<file path="config.mk">
export PLATFORM = sky130hd
export DESIGN_NAME = rc5_key_schedule
export DESIGN_NICKNAME = d
export VERILOG_FILES = /design/src/rtl/rc5_key_schedule.sv
export SDC_FILE = /design/constraint.sdc
export NUM_CORES = 1
export LEC_CHECK = 0
export BUFFER_PORTS_ARGS = -buffer_cell sky130_fd_sc_hd__buf_2
export CAP_MARGIN = 0
export CORE_MARGIN = 3
export CORE_UTILIZATION = 30
export CTS_CLUSTER_DIAMETER = 60
export CTS_CLUSTER_SIZE = 30
export DETAILED_ROUTE_END_ITERATION = 8
export SLEW_MARGIN = 20
export SYNTH_ARGS = -nofsm -noshare
export SYNTH_HDL_FRONTEND = slang
export SYNTH_SLANG_ARGS = --single-unit
</file>
<file path="constraint.sdc">
create_clock -name clk -period 13.8 [get_ports clk]
set_input_delay 2.07 -clock clk [delete_from_list [all_inputs] [get_ports clk]]
set_output_delay 2.07 -clock clk [all_outputs]
set_load 0.01 [all_outputs]
</file>
<file path="src/rtl/rc5_key_schedule.sv">
// rc5_key_schedule: RC5 key-expansion engine.
// On an accepted start it captures the key into the L words, fills the
// external S RAM with P_w + i*Q_w, then runs 3*max(T,C) mixing iterations,
// each one a RAM read (MIX_RD) followed by a write-back (MIX_WR).
// Ports:
//   clk, rst          clock, synchronous active-high reset
//   iStart, iKey      start request (IDLE only) and key, byte k = iKey[8k+:8]
//   iS_data           S RAM read data, valid one cycle after the address
//   oS_address        S RAM address
//   oS_data, oS_we    S RAM write data / write enable
//   oBusy, oDone      busy flag, one-cycle completion pulse
module rc5_key_schedule #(
    parameter int            W        = 32,
    parameter int            R        = 12,
    parameter int            B        = 16,
    parameter logic [W-1:0]  PW       = 32'hB7E15163,
    parameter logic [W-1:0]  QW       = 32'h9E3779B9,
    parameter int            T_LENGTH = $clog2(2*(R+1))
) (
    input  logic                clk,
    input  logic                rst,
    input  logic                iStart,
    input  logic [8*B-1:0]      iKey,
    input  logic [W-1:0]        iS_data,
    output logic [T_LENGTH-1:0] oS_address,
    output logic [W-1:0]        oS_data,
    output logic                oS_we,
    output logic                oBusy,
    output logic                oDone
);
    localparam int T  = 2*(R+1);
    localparam int U  = W/8;
    localparam int C  = (B + U - 1) / U;
    localparam int N  = 3 * ((T > C) ? T : C);
    localparam int LW = $clog2(W);
    localparam int JW = (C > 1) ? $clog2(C) : 1;
    localparam int NW = $clog2(N);

    typedef enum logic [2:0] {IDLE, INIT, MIX_RD, MIX_WR, DONE} state_t;

    state_t               state, state_next;
    logic [T_LENGTH-1:0]  i;
    logic [JW-1:0]        j;
    logic [NW-1:0]        n;
    logic [W-1:0]         a, b, acc;
    logic [C-1:0][W-1:0]  l;
    logic [T_LENGTH-1:0]  addr_q;
    logic [W-1:0]         data_q;

    // Key zero-extended to a whole number of words; unused top bytes stay 0.
    logic [C*W-1:0]       key_pad;
    always_comb begin
        key_pad = '0;
        key_pad[8*B-1:0] = iKey;
    end

    // Mixing datapath: iS_data is the S[i] read issued in the previous MIX_RD.
    logic [W-1:0]   sum_a, a_new, ab, sum_b, b_new;
    logic [2*W-1:0] rot_b;
    always_comb begin
        sum_a = iS_data + a + b;
        a_new = {sum_a[W-4:0], sum_a[W-1:W-3]};
        ab    = a_new + b;
        sum_b = l[j] + ab;
        // Upper half of {x,x} << s is rotl(x, s).
        rot_b = {sum_b, sum_b} << ab[LW-1:0];
        b_new = rot_b[2*W-1:W];
    end

    always_ff @(posedge clk) begin
        if (rst) state <= IDLE;
        else     state <= state_next;
    end

    // Address/data fall back to the held registers so they keep their last
    // value on cycles that do not write.
    always_comb begin
        state_next = state;
        oS_we      = 1'b0;
        oS_address = addr_q;
        oS_data    = data_q;
        oBusy      = 1'b0;
        oDone      = 1'b0;
        case (state)
            IDLE:    if (iStart) state_next = INIT;
            INIT: begin
                oBusy      = 1'b1;
                oS_we      = 1'b1;
                oS_address = i;
                oS_data    = acc;
                if (i == T_LENGTH'(T-1)) state_next = MIX_RD;
            end
            MIX_RD: begin
                oBusy      = 1'b1;
                oS_address = i;
                state_next = MIX_WR;
            end
            MIX_WR: begin
                oBusy      = 1'b1;
                oS_we      = 1'b1;
                oS_address = i;
                oS_data    = a_new;
                state_next = (n == NW'(N-1)) ? DONE : MIX_RD;
            end
            DONE: begin
                oDone      = 1'b1;
                state_next = IDLE;
            end
            default: state_next = IDLE;
        endcase
    end

    always_ff @(posedge clk) begin
        if (rst) begin
            i      <= '0;
            j      <= '0;
            n      <= '0;
            a      <= '0;
            b      <= '0;
            acc    <= '0;
            l      <= '0;
            addr_q <= '0;
            data_q <= '0;
        end else begin
            addr_q <= oS_address;
            data_q <= oS_data;
            case (state)
                IDLE: if (iStart) begin
                    l   <= key_pad;
                    acc <= PW;
                    i   <= '0;
                end
                INIT: begin
                    acc <= acc + QW;
                    if (i == T_LENGTH'(T-1)) begin
                        i <= '0;
                        j <= '0;
                        n <= '0;
                        a <= '0;
                        b <= '0;
                    end else begin
                        i <= i + T_LENGTH'(1);
                    end
                end
                MIX_WR: begin
                    a    <= a_new;
                    b    <= b_new;
                    l[j] <= b_new;
                    i    <= (i == T_LENGTH'(T-1)) ? '0 : i + T_LENGTH'(1);
                    j    <= (j == JW'(C-1)) ? '0 : j + JW'(1);
                    n    <= n + NW'(1);
                end
                default: ;
            endcase
        end
    end
endmodule
</file>
==> reports/metrics.csv, run 1 <==
metric,value,unit
ys_seq_elements,278,
dp_slack,0.773,ns
cp-start-kind,primary input,
grt_antenna_before_repair,1,
cts_buffer_depth,3,
synth_cell_types,91,
cts_tree,done,
drt_iter0_drc,2330,
hold_violations,0,
utilization,0.345,
synth.area.top_cells,"dfxtp_1 (27%), ha_1 (6.0%), nor2_1 (4.9%)",
layout-drive-gt1-share,0.158,
grt_pass1_wl,124,mm
min_path_type,flop to flop,
rr_startpoint,b[1],
cts_root_buf,clkbuf_16,
dr_total_vias,20700,
core,0.0678,mm^2
die_x,269,um
vias_per_cell,5.92,
power,2280,uW
skew,0.0244,ns
period_needed,12.58,ns
wl_per_cell,23.8,um
cp.required,14.28,ns
worst_pin_slew,1.12,ns
htree_num_levels,1,
status,"finished, final reports clean",
ys.flop_type,dfxtp_1,
ios,203,
busiest_layer,met2,
cts.reportedPaths.clkPinSlew,0.08,ns
hp-start,data_q[9],
critPathMaxFanout,10,
syn_inst,2524,
cts_made_buffers,25,
clock.fmax,79.5,MHz
rsz0062_at_grt,false,
dr.pass1.iters,5,
diodes,0,
p_per_area,97.6,mW/mm^2
endpoint_kind,flop,
yosysTopAreaCellShare,0.269,
grt_use_total,0.224,
fin_tns_setup,0,ns
cp_slowest_cell,a2111oi_0,
grt_use_met2,0.345,
synth_area,0.0207,mm^2
globalRoute.totalOverflow,0,
yosysWarningCount,0,
synthArstFlopShare,0,
max_slew_margin,0.249,
max-cap-violations,0,
slowest_delay,0.67,ns
setup_viol,0,
fillers,7145,
drv_slew,0,
period_share,0.912,
totalWireLength,83.5,mm
crit_path_start,iS_data[1],
avgSynthCellArea,8.20,um^2
placement_rows,95,
grt_pass1_vias,19400,
ys_seq_area_frac,0.269,
cellLeakagePower,0.00934,uW
gp_congestion,1.01,
die-area,0.0722,mm^2
cts_setup_buffers,0,
syn_nets,2821,
crit_arrival,13.06,ns
yosysTopAreaCell,dfxtp_1,
gr-usage-met1,0.307,
cts_hold_buf,0,
final_nets,2912,
clk_latency,0.60,ns
grt_max_degree,134,
cts_resized,0,
drc,0,
synth_edf_count,0,
worst_ir_drop_vdd,0.0806,mV
port_buffers,202,
cts_sinks,278,
die_y,269,um
global_route.usage.met3,0.0391,
finalWorstSetupSlack,1.22,ns
start_util,0.306,
hpwl,63.2,mm
crit_type,primary input to flop,
syn_to_final_growth,13.0,%
ant_nets,0,
where the power goes:
group	switching, uW	total (uW)	internal, uW
Combinational	413	636	223
Clock	396	778	382
Sequential	26.5	869	842
Total	835	2280	1450
synthesized netlist by cell type, types with 23 or more instances:
cell and instances:
a31oi_1 25, o22ai_1 38, o21ai_0 134, a21o_1 48, o211ai_1 28, nand3_1 59, nand2_1 256, mux4_2 42
nor3_1 59, mux2i_1 46, clkbuf_1 159, a21oi_1 177, a22oi_1 43, fa_1 34, nor2_1 270, inv_1 43
ha_1 100, xnor2_1 60, and2_1 41, o21a_1 31, dfxtp_1 278, o221ai_1 23, and3_1 32, o221a_2 26
a211oi_1 75
state kept, by name (all words and copies together), names as in the netlist:
register,flops
j,2
a,32
n,7
i,5
acc,32
l,128
b,32
addr_q,5
state,3
data_q,32
area by class of cell:
| cell class | count | area (um^2) | area share |
|---|---|---|---|
| multi-input combinational | 2024 | 14400 | 0.613 |
| inverter | 46 | 173 | 0.00738 |
| tap | 873 | 1090 | 0.0467 |
| sequential | 278 | 5570 | 0.238 |
| timing repair buffer | 240 | 1320 | 0.0562 |
| clock inverter | 21 | 273 | 0.0117 |
| clock buffer | 25 | 626 | 0.0267 |
stage by stage:
step / hold slack [ns] / instance area, um^2 / cells
after floorplan: 0.440 / 20700 / 2524
after global placement: 0.448 / 22500 / 3461
after detailed placement: 0.457 / 22500 / 3461
after CTS: 0.468 / 23400 / 3507
after global routing: 0.487 / 23400 / 3507
final: 0.465 / 23400 / 3507
worst paths after layout:
kind / endpoint / slack, ns / depth (start not counted)
hold reg to reg: data_q[9] / 0.46 / 2
setup / recovery: l[101] / 1.22 / 39
setup reg to reg: l[101] / 2.04 / 38
hold / removal: data_q[9] / 0.46 / 2
layout by cell type (no fill, tap or decap), drive strengths merged, types with 58 or more instances in the layout:
master,count
o21ai,148
a211oi,82
dfxtp,278
buf,240
inv,58
nor2,270
a21oi,178
nand2,256
xnor2,60
nand3,59
nor3,59
ha,100
worst max-delay path: cells and delay by family:
family	cells	cell delay [ns]
adders and majority gates	6	2.38
buffers and inverters	3	0.15
xor gates and xnor gates	2	0.39
muxes	2	0.67
AOI/OAI and AO/OA	22	6.67
and+or+nand+nor	4	0.70
routing by layer:
layer | up-vias | share of wire
met5 | - | 0.00020
li1 | 9728 | -
met4 | 2 | 0.050
met3 | 167 | 0.085
met2 | 944 | 0.44
met1 | 9903 | 0.43
cells by family after synthesis:
group	after synthesis	share of synthesized area
AOI/OAI and AO/OA	884	0.304
xor gates and xnor gates	82	0.0347
adders and majority gates	134	0.0933
buffers and inverters	222	0.0411
DFF	278	0.269
muxes	99	0.0747
and+or+nand+nor	825	0.183
No activity file was read; power rests on OpenSTA's default activity.
==> run 2, diff against run 1 <==
CELL_PAD_IN_SITES_DETAIL_PLACEMENT = 0   (was default)
CELL_PAD_IN_SITES_GLOBAL_PLACEMENT = 1   (was default)
PLACE_DENSITY_LB_ADDON = 0.1   (was default)
==> reports/metrics.csv, run 2 (same netlist as run 1, synthesis figures left out) <==
metric,value,unit
status,"finished, final reports clean",
max-cap-violations,0,
dr.pass1.iters,5,
cp.required,14.28,ns
grt_use_total,0.259,
hpwl,72.9,mm
drc,0,
skew,0.0278,ns
p_per_area,109,mW/mm^2
cts_setup_buffers,0,
htree_num_levels,2,
final_nets,2930,
fin_tns_setup,0,ns
dr_total_vias,20900,
worst_pin_slew,1.12,ns
worst_ir_drop_vdd,0.0719,mV
setup_viol,0,
regMostFlops,l,
final_cell_mix,"dfxtp_1 (275), nor2_1 (267), nand2_1 (256)",
grt_pass1_wl,138,mm
cts_tree,done,
grt_max_degree,75,
cp-start-kind,primary input,
sw_frac_of_total,0.367,
core,0.0678,mm^2
cts_buffer_depth,3,
start_util,0.306,
clockPowerShare,0.406,
crit_type,primary input to flop,
crit_arrival,13.22,ns
layout-drive-gt1-share,0.167,
p_int,1640,uW
max_slew_margin,0.247,
cts.reportedPaths.clkPinSlew,0.07,ns
period_needed,12.74,ns
min_path_type,flop to flop,
gp_congestion,0.924,
rsz0062_at_grt,false,
clock.fmax,78.5,MHz
pwr-share-seq,0.335,
fin_area,0.0239,mm^2
fillers,7144,
cp_slowest_cell,o221ai_1,
grt_antenna_before_repair,4,
mostFrequentLayoutCell,dfxtp_1,
endpoint_kind,flop,
port_buffers,202,
cellLeakagePower,0.00956,uW
ios,203,
cts_made_buffers,38,
placement_rows,95,
cts_resized,0,
cts_root_buf,clkbuf_16,
cts_hold_buf,0,
pwr-share-comb,0.259,
largest_register_ff_count,128,
wl_per_cell,27.0,um
dpl-instance-area,0.0225,mm^2
drt_iter0_drc,1946,
clk_latency,0.59,ns
regArea,0.00557,mm^2
die-area,0.0722,mm^2
grt_pass1_vias,20000,
multiInputGateArea,0.0144,mm^2
drv_slew,0,
die_y,269,um
globalRoute.totalOverflow,0,
ant_nets,0,
syn_to_final_growth,15.3,%
cts_sinks,278,
critPathMaxFanout,10,
p_switching,954,uW
slowest_delay,0.71,ns
totalWireLength,95.5,mm
hold_violations,0,
period_share,0.923,
die_x,269,um
hold_slack,0.466,ns
vias_per_cell,5.91,
==> run 2: stage by stage <==
stage	worst slack (ns)	cells	utilization	power (uW)
final	1.06	3538	0.352	2600
after global routing	0.207	3536	0.352	2710
after floorplan	2.51	2524	-	1300
after CTS	1.20	3536	0.352	2610
after global placement	0.766	3466	0.333	1540
after detailed placement	0.614	3466	0.333	1540
==> run 2: per-layer routing <==
metal | vias up | GRT usage | share of wire
met5 | - | 0 | 0
met4 | 0 | 0.0919 | 0.037
met1 | 10300 | 0.366 | 0.46
met2 | 707 | 0.378 | 0.42
met3 | 130 | 0.0710 | 0.085
li1 | 9798 | - | -
==> run 2: worst paths after layout <==
check	to	startpoint	depth (start not counted)	slack, ns
setup reg to reg	l[93]	b[1]	39	1.75
setup / recovery	l[93]	iS_data[1]	40	1.06
hold / removal	data_q[9]	data_q[9]	2	0.47
hold reg to reg	data_q[9]	data_q[9]	2	0.47
==> run 2: cell type report <==
cell class / instances / share of cell area
antenna: 2 / 0.000210
inverter: 46 / 0.00723
timing repair buffer: 245 / 0.0561
tap: 873 / 0.0458
clock inverter: 32 / 0.0162
sequential: 278 / 0.233
clock buffer: 38 / 0.0398
multi-input combinational: 2024 / 0.601
==> run 2: critical path, delay by kind of cell <==
kind	cells	cell delay, ns
buffers and inverters	4	0.35
AND/OR/NAND/NOR	5	0.95
adder cells (fa/ha/maj)	6	2.37
XOR/XNOR	2	0.40
AO/OA/AOI/OAI	21	6.40
multiplexers	2	0.65
==> run 2: power groups by stage <==
stage	Clock (uW)	Combinational, uW	Sequential [uW]
floorplan	0	420	879
global placement	0	655	886
detailed placement	0	657	887
CTS	1080	660	869
global route	1110	724	874
finish	1060	672	870
